[config.mk]
export PLATFORM = sky130hd
export DESIGN_NAME = event_fragmenter
export DESIGN_NICKNAME = d
export VERILOG_FILES = /design/src/rtl/event_frag_pkg.sv /design/src/rtl/event_fragmenter.sv
export SDC_FILE = /design/constraint.sdc
export NUM_CORES = 1
export LEC_CHECK = 0
export CELL_PAD_IN_SITES_DETAIL_PLACEMENT = 0
export CELL_PAD_IN_SITES_GLOBAL_PLACEMENT = 1
export CORE_ASPECT_RATIO = 0.6
export CORE_MARGIN = 2
export CORE_UTILIZATION = 39
export DETAILED_ROUTE_END_ITERATION = 8
export PLACE_DENSITY = 0.83
export SETUP_SLACK_MARGIN = 0.2
export SLEW_MARGIN = 10
export SYNTH_ARGS = -nofsm -noshare
export SYNTH_HDL_FRONTEND = slang
export SYNTH_SLANG_ARGS = --single-unit
[constraint.sdc]
create_clock -name aclk -period 7.2 [get_ports aclk]
set_input_delay 2.16 -clock aclk [delete_from_list [all_inputs] [get_ports aclk]]
set_output_delay 2.16 -clock aclk [all_outputs]
set_load 0.02 [all_outputs]
[src/rtl/event_frag_pkg.sv]
// Shared definitions for the event fragmenter: FSM states, header and
// control-word field positions, and error pulse bit indices.
package event_frag_pkg;

  typedef enum logic [1:0] {
    ST_IDLE  = 2'd0,
    ST_HDR   = 2'd1,
    ST_DATA  = 2'd2,
    ST_DRAIN = 2'd3
  } frag_state_e;

  // Control word layout
  localparam int CTRL_LEN_LSB = 0;
  localparam int CTRL_TAG_LSB = 20;

  // Field widths
  localparam int TAG_W  = 12;
  localparam int FIDX_W = 12;
  localparam int LEN_W  = 20;

  // Header qword layout
  localparam int HDR_TAG_LSB  = 52;
  localparam int HDR_FIDX_LSB = 40;
  localparam int HDR_LEN_LSB  = 20;
  localparam int HDR_OFF_LSB  = 0;

  // Error pulse bit indices
  localparam int ERR_EARLY = 0;
  localparam int ERR_LONG  = 1;
  localparam int ERR_ZERO  = 2;
  localparam int ERR_W     = 3;

  // Assemble a fragment header qword from its fields.
  function automatic logic [63:0] build_header(
    input logic [TAG_W-1:0]  tag,
    input logic [FIDX_W-1:0] fidx,
    input logic [LEN_W-1:0]  len,
    input logic [LEN_W-1:0]  off
  );
    logic [63:0] hdr;
    hdr = 64'd0;
    hdr[HDR_TAG_LSB  +: TAG_W]  = tag;
    hdr[HDR_FIDX_LSB +: FIDX_W] = fidx;
    hdr[HDR_LEN_LSB  +: LEN_W]  = len;
    hdr[HDR_OFF_LSB  +: LEN_W]  = off;
    return hdr;
  endfunction

endpackage

[src/rtl/event_fragmenter.sv]
// Event fragmenter: splits each event (control word + data qwords) into
// fragments of at most FRAG_QWORDS data qwords, each preceded by a header.
// Data passes straight through; only the header is sourced from registers.
module event_fragmenter
  import event_frag_pkg::*;
#(
  parameter int unsigned FRAG_QWORDS = 1024,
  parameter              ETHCLKTYPE  = "NONE"
) (
  input  logic        aclk,
  input  logic        aresetn,
  input  logic [31:0] s_ctrl_tdata,
  input  logic        s_ctrl_tvalid,
  output logic        s_ctrl_tready,
  input  logic [63:0] s_data_tdata,
  input  logic        s_data_tvalid,
  output logic        s_data_tready,
  input  logic        s_data_tlast,
  output logic [63:0] m_frag_tdata,
  output logic        m_frag_tvalid,
  input  logic        m_frag_tready,
  output logic        m_frag_tlast,
  output logic [2:0]  err_o,
  output logic [31:0] event_count_o,
  output logic [31:0] frag_count_o
);

  localparam logic [FIDX_W-1:0] FCNT_MAX = FIDX_W'(FRAG_QWORDS);

  frag_state_e        state_q, state_d;
  logic               alive_q;
  logic [TAG_W-1:0]   tag_q, tag_d;
  logic [LEN_W-1:0]   len_q, len_d;
  logic [LEN_W-1:0]   rem_q, rem_d;
  logic [LEN_W-1:0]   off_q, off_d;
  logic [FIDX_W-1:0]  fidx_q, fidx_d;
  logic [FIDX_W-1:0]  fcnt_q, fcnt_d;
  logic [ERR_W-1:0]   err_q, err_d;
  logic [31:0]        evt_cnt_q, evt_cnt_d;
  logic [31:0]        frag_cnt_q, frag_cnt_d;

  logic               ctrl_hs_s;
  logic               frag_hs_s;
  logic               data_hs_s;
  logic [FIDX_W-1:0]  fill_s;

  assign ctrl_hs_s = s_ctrl_tvalid & s_ctrl_tready;
  assign frag_hs_s = m_frag_tvalid & m_frag_tready;
  assign data_hs_s = s_data_tvalid & s_data_tready;
  // Data qwords for the next fragment: whatever is left, capped at the fragment size.
  assign fill_s    = (rem_q < {{(LEN_W-FIDX_W){1'b0}}, FCNT_MAX}) ? rem_q[FIDX_W-1:0] : FCNT_MAX;

  assign err_o         = err_q;
  assign event_count_o = evt_cnt_q;
  assign frag_count_o  = frag_cnt_q;

  // Handshake and data-path muxing per state; header in HDR, pass-through in DATA.
  always_comb begin
    s_ctrl_tready = 1'b0;
    s_data_tready = 1'b0;
    m_frag_tvalid = 1'b0;
    m_frag_tdata  = 64'd0;
    m_frag_tlast  = 1'b0;
    case (state_q)
      ST_IDLE: begin
        // Held low until the first clock edge after reset release.
        s_ctrl_tready = alive_q;
      end
      ST_HDR: begin
        m_frag_tvalid = 1'b1;
        m_frag_tdata  = build_header(tag_q, fidx_q, len_q, off_q);
        // Zero-length event: the header is the whole fragment.
        m_frag_tlast  = (len_q == {LEN_W{1'b0}});
      end
      ST_DATA: begin
        m_frag_tvalid = s_data_tvalid;
        m_frag_tdata  = s_data_tdata;
        s_data_tready = m_frag_tready;
        m_frag_tlast  = (fcnt_q == {{(FIDX_W-1){1'b0}}, 1'b1}) | s_data_tlast;
      end
      ST_DRAIN: begin
        s_data_tready = 1'b1;
      end
      default: begin
        s_ctrl_tready = 1'b0;
      end
    endcase
  end

  // Next-state, event bookkeeping, counters and error pulses.
  always_comb begin
    state_d    = state_q;
    tag_d      = tag_q;
    len_d      = len_q;
    rem_d      = rem_q;
    off_d      = off_q;
    fidx_d     = fidx_q;
    fcnt_d     = fcnt_q;
    err_d      = {ERR_W{1'b0}};
    evt_cnt_d  = evt_cnt_q;
    frag_cnt_d = frag_cnt_q;
    case (state_q)
      ST_IDLE: begin
        if (ctrl_hs_s) begin
          tag_d     = s_ctrl_tdata[CTRL_TAG_LSB +: TAG_W];
          len_d     = s_ctrl_tdata[CTRL_LEN_LSB +: LEN_W];
          rem_d     = s_ctrl_tdata[CTRL_LEN_LSB +: LEN_W];
          off_d     = {LEN_W{1'b0}};
          fidx_d    = {FIDX_W{1'b0}};
          fcnt_d    = {FIDX_W{1'b0}};
          evt_cnt_d = evt_cnt_q + 32'd1;
          state_d   = ST_HDR;
        end else begin
          state_d = ST_IDLE;
        end
      end
      ST_HDR: begin
        if (frag_hs_s) begin
          if (len_q == {LEN_W{1'b0}}) begin
            // Header-only fragment is complete; swallow whatever data the event carries.
            err_d[ERR_ZERO] = 1'b1;
            frag_cnt_d      = frag_cnt_q + 32'd1;
            state_d         = ST_DRAIN;
          end else begin
            fcnt_d  = fill_s;
            state_d = ST_DATA;
          end
        end else begin
          state_d = ST_HDR;
        end
      end
      ST_DATA: begin
        if (data_hs_s) begin
          fcnt_d = fcnt_q - {{(FIDX_W-1){1'b0}}, 1'b1};
          rem_d  = rem_q - {{(LEN_W-1){1'b0}}, 1'b1};
          off_d  = off_q + {{(LEN_W-1){1'b0}}, 1'b1};
          if (s_data_tlast) begin
            // Event ends here; an error if the length said more was coming.
            err_d[ERR_EARLY] = (rem_q != {{(LEN_W-1){1'b0}}, 1'b1});
            frag_cnt_d       = frag_cnt_q + 32'd1;
            state_d          = ST_IDLE;
          end else if (rem_q == {{(LEN_W-1){1'b0}}, 1'b1}) begin
            // Length exhausted but input keeps going: discard the remainder.
            err_d[ERR_LONG] = 1'b1;
            frag_cnt_d      = frag_cnt_q + 32'd1;
            state_d         = ST_DRAIN;
          end else if (fcnt_q == {{(FIDX_W-1){1'b0}}, 1'b1}) begin
            fidx_d     = fidx_q + {{(FIDX_W-1){1'b0}}, 1'b1};
            frag_cnt_d = frag_cnt_q + 32'd1;
            state_d    = ST_HDR;
          end else begin
            state_d = ST_DATA;
          end
        end else begin
          state_d = ST_DATA;
        end
      end
      ST_DRAIN: begin
        if (s_data_tvalid && s_data_tlast) begin
          state_d = ST_IDLE;
        end else begin
          state_d = ST_DRAIN;
        end
      end
      default: begin
        state_d = ST_IDLE;
      end
    endcase
  end

  // State and datapath registers; reset abandons any event in flight.
  always_ff @(posedge aclk or negedge aresetn) begin
    if (!aresetn) begin
      state_q    <= ST_IDLE;
      alive_q    <= 1'b0;
      tag_q      <= {TAG_W{1'b0}};
      len_q      <= {LEN_W{1'b0}};
      rem_q      <= {LEN_W{1'b0}};
      off_q      <= {LEN_W{1'b0}};
      fidx_q     <= {FIDX_W{1'b0}};
      fcnt_q     <= {FIDX_W{1'b0}};
      err_q      <= {ERR_W{1'b0}};
      evt_cnt_q  <= 32'd0;
      frag_cnt_q <= 32'd0;
    end else begin
      state_q    <= state_d;
      alive_q    <= 1'b1;
      tag_q      <= tag_d;
      len_q      <= len_d;
      rem_q      <= rem_d;
      off_q      <= off_d;
      fidx_q     <= fidx_d;
      fcnt_q     <= fcnt_d;
      err_q      <= err_d;
      evt_cnt_q  <= evt_cnt_d;
      frag_cnt_q <= frag_cnt_d;
    end
  end

endmodule

==> flow_metrics.tcl <==
set metrics [dict create \
    synthToLayoutAreaGrowth_pct 37.7 \
    synthesis.area_um2 8810 \
    dr_total_vias 8070 \
    cts_buffer_depth 2 \
    netlist_instances 956 \
    global_route_wire_length_before_repair_um 42600 \
    grt-ovfl-total 0 \
    max-slew-margin-rel_pct 30.2 \
    grt_pass1_vias 7621 \
    required_ps 5040 \
    holdCritPathClass "flip-flop to flip-flop" \
    clk_transition_reported_paths_ps 70 \
    crit_buf_inv 2 \
    worstHoldStart "event_count_o[31]$_DFFE_PN0P_" \
    drive_above_1_share_pct 5.82 \
    rsz0062_at_grt "no" \
    synth_seq_area_share_pct 47.2 \
    worst_ir_drop_vdd_uv 162 \
    finalWorstSetupSlack_ps 1240 \
    asyncSetResetFlopFracSynth_pct 100 \
    setup_total_negative_slack_ps 0 \
    number_of_flops_mapped_to_enable_cells_by_yosys 0 \
    max_stage_delay_ps 650 \
    routed_wire_length_per_instance_um 17.9 \
    whs_path_depth 1 \
    clk_root_buffer_cell "sky130_fd_sc_hd__clkbuf_16" \
    drt_drc_violations_left 0 \
    design.final.nets 1286 \
    timing_worst_setup_path_type "input port to primary output" \
    placeable_core_region_um2 22100 \
    worst-r2r-cell-count 9 \
    finalWeightedCongestion 0.813 \
    setup_violators_final 0 \
    fmax_mhz 168 \
    htree_num_levels 4 \
    layout_worst_path_cycle_share_pct 82.8 \
    cts-buffers-inserted 17 \
    layout_common_cells "sky130_fd_sc_hd__clkdlybuf4s50_1 (235), sky130_fd_sc_hd__nand2_1 (178), sky130_fd_sc_hd__dfrtp_1 (166), sky130_fd_sc_hd__a22o_1 (66), sky130_fd_sc_hd__nor2_1 (62)" \
    yosys.area.top_type_share_pct 47.2 \
    num_rows 42 \
    post_cts_hold_buffer_count 0 \
    drt_iter0_drc 555 \
    syn_nets 1070 \
    arrival_ps 3800 \
    cts_repair_resize_count 0 \
    endpoint_of_the_worst_hold_timing_path "event_count_o[31]$_DFFE_PN0P_" \
    layout_min_cycle_time_ps 5960 \
    multi_input_comb_area_um2 4390 \
    initial_utilization_pct 39.8 \
    power.density_nw_per_um2 220 \
    place.port_buffers 236 \
    boundaryPins 237 \
    preCtsSetupSlack_ps 1220 \
    leakagePower_nw 5.07 \
    yosys.cell_types.count 52 \
    drv_slew 0 \
    yosys_warnings 0 \
    route.detailed.vias_per_inst 5.40 \
    fill_cells 2014 \
    dp_hpwl_um 19100 \
    tightest_slew_ps 1050 \
    worstPathCellList "clkdlybuf4s50_1 > o21ai_0 > a21boi_0 > clkdlybuf4s50_1" \
    critical_path.startpoint_type "input port" \
    grt_antenna_before_repair 2 \
    endpoint_kind "primary output" \
    drt.antenna.violating_nets 0 \
    seqCellArea_um2 4150 \
    worst_path_top_cell_family_by_delay "buffers and inverters" \
    ys.flop_type "sky130_fd_sc_hd__dfrtp_1" \
    syn_area_per_cell_um2 9.22 \
    clkLatencyLatePin_ps 430 \
    floorplan.die.height_um 120 \
    report.final.hold_viol_count 0 \
    critical_path.reg2reg.endpoint "frag_count_o[25]$_DFFE_PN0P_" \
    clock-sinks 166 \
    chipWidth_um 198 \
    ys_seq_elements 166 \
    postCtsSetupRepairBufs 0 \
    netlist_top_cells_area "sky130_fd_sc_hd__dfrtp_1 (47%), sky130_fd_sc_hd__nand2_1 (7.6%), sky130_fd_sc_hd__a22o_1 (6.6%), sky130_fd_sc_hd__xor2_1 (5.0%), sky130_fd_sc_hd__xnor2_1 (3.3%)" \
    fin_util_pct 54.8 \
    largest_net_degree_at_the_start_of_global_routing 71 \
    postRouteWirelength_um 26700 \
    cts_tree "built" \
    rr_startpoint "state_q[0]$_DFF_PN0_" \
    mostFrequentLayoutCell "sky130_fd_sc_hd__clkdlybuf4s50_1" \
    dieArea_um2 23800 \
    finalClockSkew_ps 10.5 \
    total_power_w 0.00267 \
    drt_pre_antenna_iters 5 \
    grt_usage_pct 23.0 \
    maximum_fanout_along_the_worst_path 6 \
    path_common_cell "sky130_fd_sc_hd__clkdlybuf4s50_1" \
    synth_area_leader_cell "sky130_fd_sc_hd__dfrtp_1" \
    maxCapViolCount 0 \
    flop_to_flop_setup_slack_ps 3930 \
    status "complete, no violations" \
    crit_path_top_delay_cell "sky130_fd_sc_hd__clkdlybuf4s50_1" \
]
[through the flow]
step / cell area [um^2] / hold slack (ps) / cells
after floorplan: 8810 / 446 / 956
after CTS: 12100 / 472 / 1493
after detailed placement: 11500 / 461 / 1461
final: 12100 / 466 / 1494
after global placement: 11500 / 456 / 1461
after global routing: 12100 / 482 / 1493
[report_power, final]
group | internal [W] | switching [W] | leakage, nW
clock | 0.000655 | 0.000409 | 0.328
combinational | 0.000206 | 0.000252 | 2.60
sequential | 0.00103 | 0.000115 | 2.14
total | 0.00189 | 0.000777 | 5.07
[registers in the layout, indices dropped and copies added, names as in the netlist]
name / count
tag_q: 12
err_o: 3
fidx_q: 12
fcnt_q: 12
event_count_o: 32
alive_q: 1
len_q: 20
state_q: 2
frag_count_o: 32
off_q: 20
rem_q: 20
[cell usage after synthesis, types with 2 or more instances]
cell	n
sky130_fd_sc_hd__or2_2	2
sky130_fd_sc_hd__nor4_2	12
sky130_fd_sc_hd__nor3_1	22
sky130_fd_sc_hd__ha_1	12
sky130_fd_sc_hd__nand2b_1	6
sky130_fd_sc_hd__dfrtp_1	166
sky130_fd_sc_hd__o31ai_1	3
sky130_fd_sc_hd__o21ai_0	48
sky130_fd_sc_hd__xnor2_1	33
sky130_fd_sc_hd__and4_1	5
sky130_fd_sc_hd__nor3b_1	4
sky130_fd_sc_hd__xor2_1	50
sky130_fd_sc_hd__buf_6	2
sky130_fd_sc_hd__a21oi_1	46
sky130_fd_sc_hd__o22ai_1	6
sky130_fd_sc_hd__o21ai_1	6
sky130_fd_sc_hd__a32oi_1	6
sky130_fd_sc_hd__a22oi_1	4
sky130_fd_sc_hd__nand4_1	24
sky130_fd_sc_hd__a22o_1	66
sky130_fd_sc_hd__nand3_1	42
sky130_fd_sc_hd__nor4b_1	2
sky130_fd_sc_hd__nand2_1	178
sky130_fd_sc_hd__or4_1	2
sky130_fd_sc_hd__and2_1	6
sky130_fd_sc_hd__o41ai_1	3
sky130_fd_sc_hd__nor2b_1	4
sky130_fd_sc_hd__nor4_1	13
sky130_fd_sc_hd__o32ai_1	3
sky130_fd_sc_hd__a21o_1	3
sky130_fd_sc_hd__or3_1	5
sky130_fd_sc_hd__and3_1	22
sky130_fd_sc_hd__or4_4	2
sky130_fd_sc_hd__inv_1	19
sky130_fd_sc_hd__buf_1	8
sky130_fd_sc_hd__nand3b_1	2
sky130_fd_sc_hd__a211oi_1	3
sky130_fd_sc_hd__clkbuf_1	38
sky130_fd_sc_hd__buf_2	2
sky130_fd_sc_hd__mux2i_1	3
sky130_fd_sc_hd__nor2_1	62
[routing by layer]
metal | up-vias | part of all wire, % | global-route usage [%]
met5 | - | 0 | 0
met4 | 0 | 1.0 | 4.84
met3 | 17 | 8.5 | 7.28
met2 | 281 | 40 | 31.5
met1 | 3926 | 50 | 34.9
li1 | 3846 | - | -
[worst reg2reg max path: cells and delay by family, from the launching register on]
family | cells | cell delay (ps)
buffers and inverters | 4 | 1480
AO/OA/AOI/OAI | 2 | 530
AND/OR/NAND/NOR | 1 | 430
flip-flops | 1 | 400
XOR/XNOR | 1 | 180
adder cells (fa/ha/maj) | 1 | 170
[area by class of cell]
type | instances | area share (%)
clock inverter | 15 | 2.06
timing repair buffer | 247 | 20.2
clock buffer | 17 | 3.51
multi-input combinational | 721 | 36.2
antenna | 1 | 0.0206
sequential | 166 | 34.2
tap | 308 | 3.18
inverter | 19 | 0.588
[cell families (layout without fill, tap and decap cells)]
| group | after synthesis | in the layout | share of synthesized area, % |
|---|---|---|---|
| multiplexers | 4 | 4 | 0.469 |
| adder cells (fa/ha/maj) | 12 | 12 | 1.70 |
| AND/OR/NAND/NOR | 418 | 418 | 23.4 |
| flip-flops | 166 | 166 | 47.2 |
| AO/OA/AOI/OAI | 203 | 203 | 15.9 |
| XOR/XNOR | 83 | 83 | 8.25 |
| other | 1 | 2 | 0.0426 |
| buffers and inverters | 69 | 298 | 3.14 |
[worst max-delay path by stage]
stage | startpoint | to | slack [ps] | depth (start not counted)
2_1_floorplan | s_data_tlast | m_frag_tlast | 2290 | 2
3_3_place_gp | s_data_tlast | m_frag_tlast | 1170 | 4
3_5_place_dp | s_data_tlast | m_frag_tlast | 1220 | 4
4_1_cts | s_data_tlast | m_frag_tlast | 1210 | 4
5_1_grt | s_data_tlast | m_frag_tlast | 1120 | 4
6_report | s_data_tlast | m_frag_tlast | 1240 | 4
No activity file was read; power rests on OpenSTA's default activity.
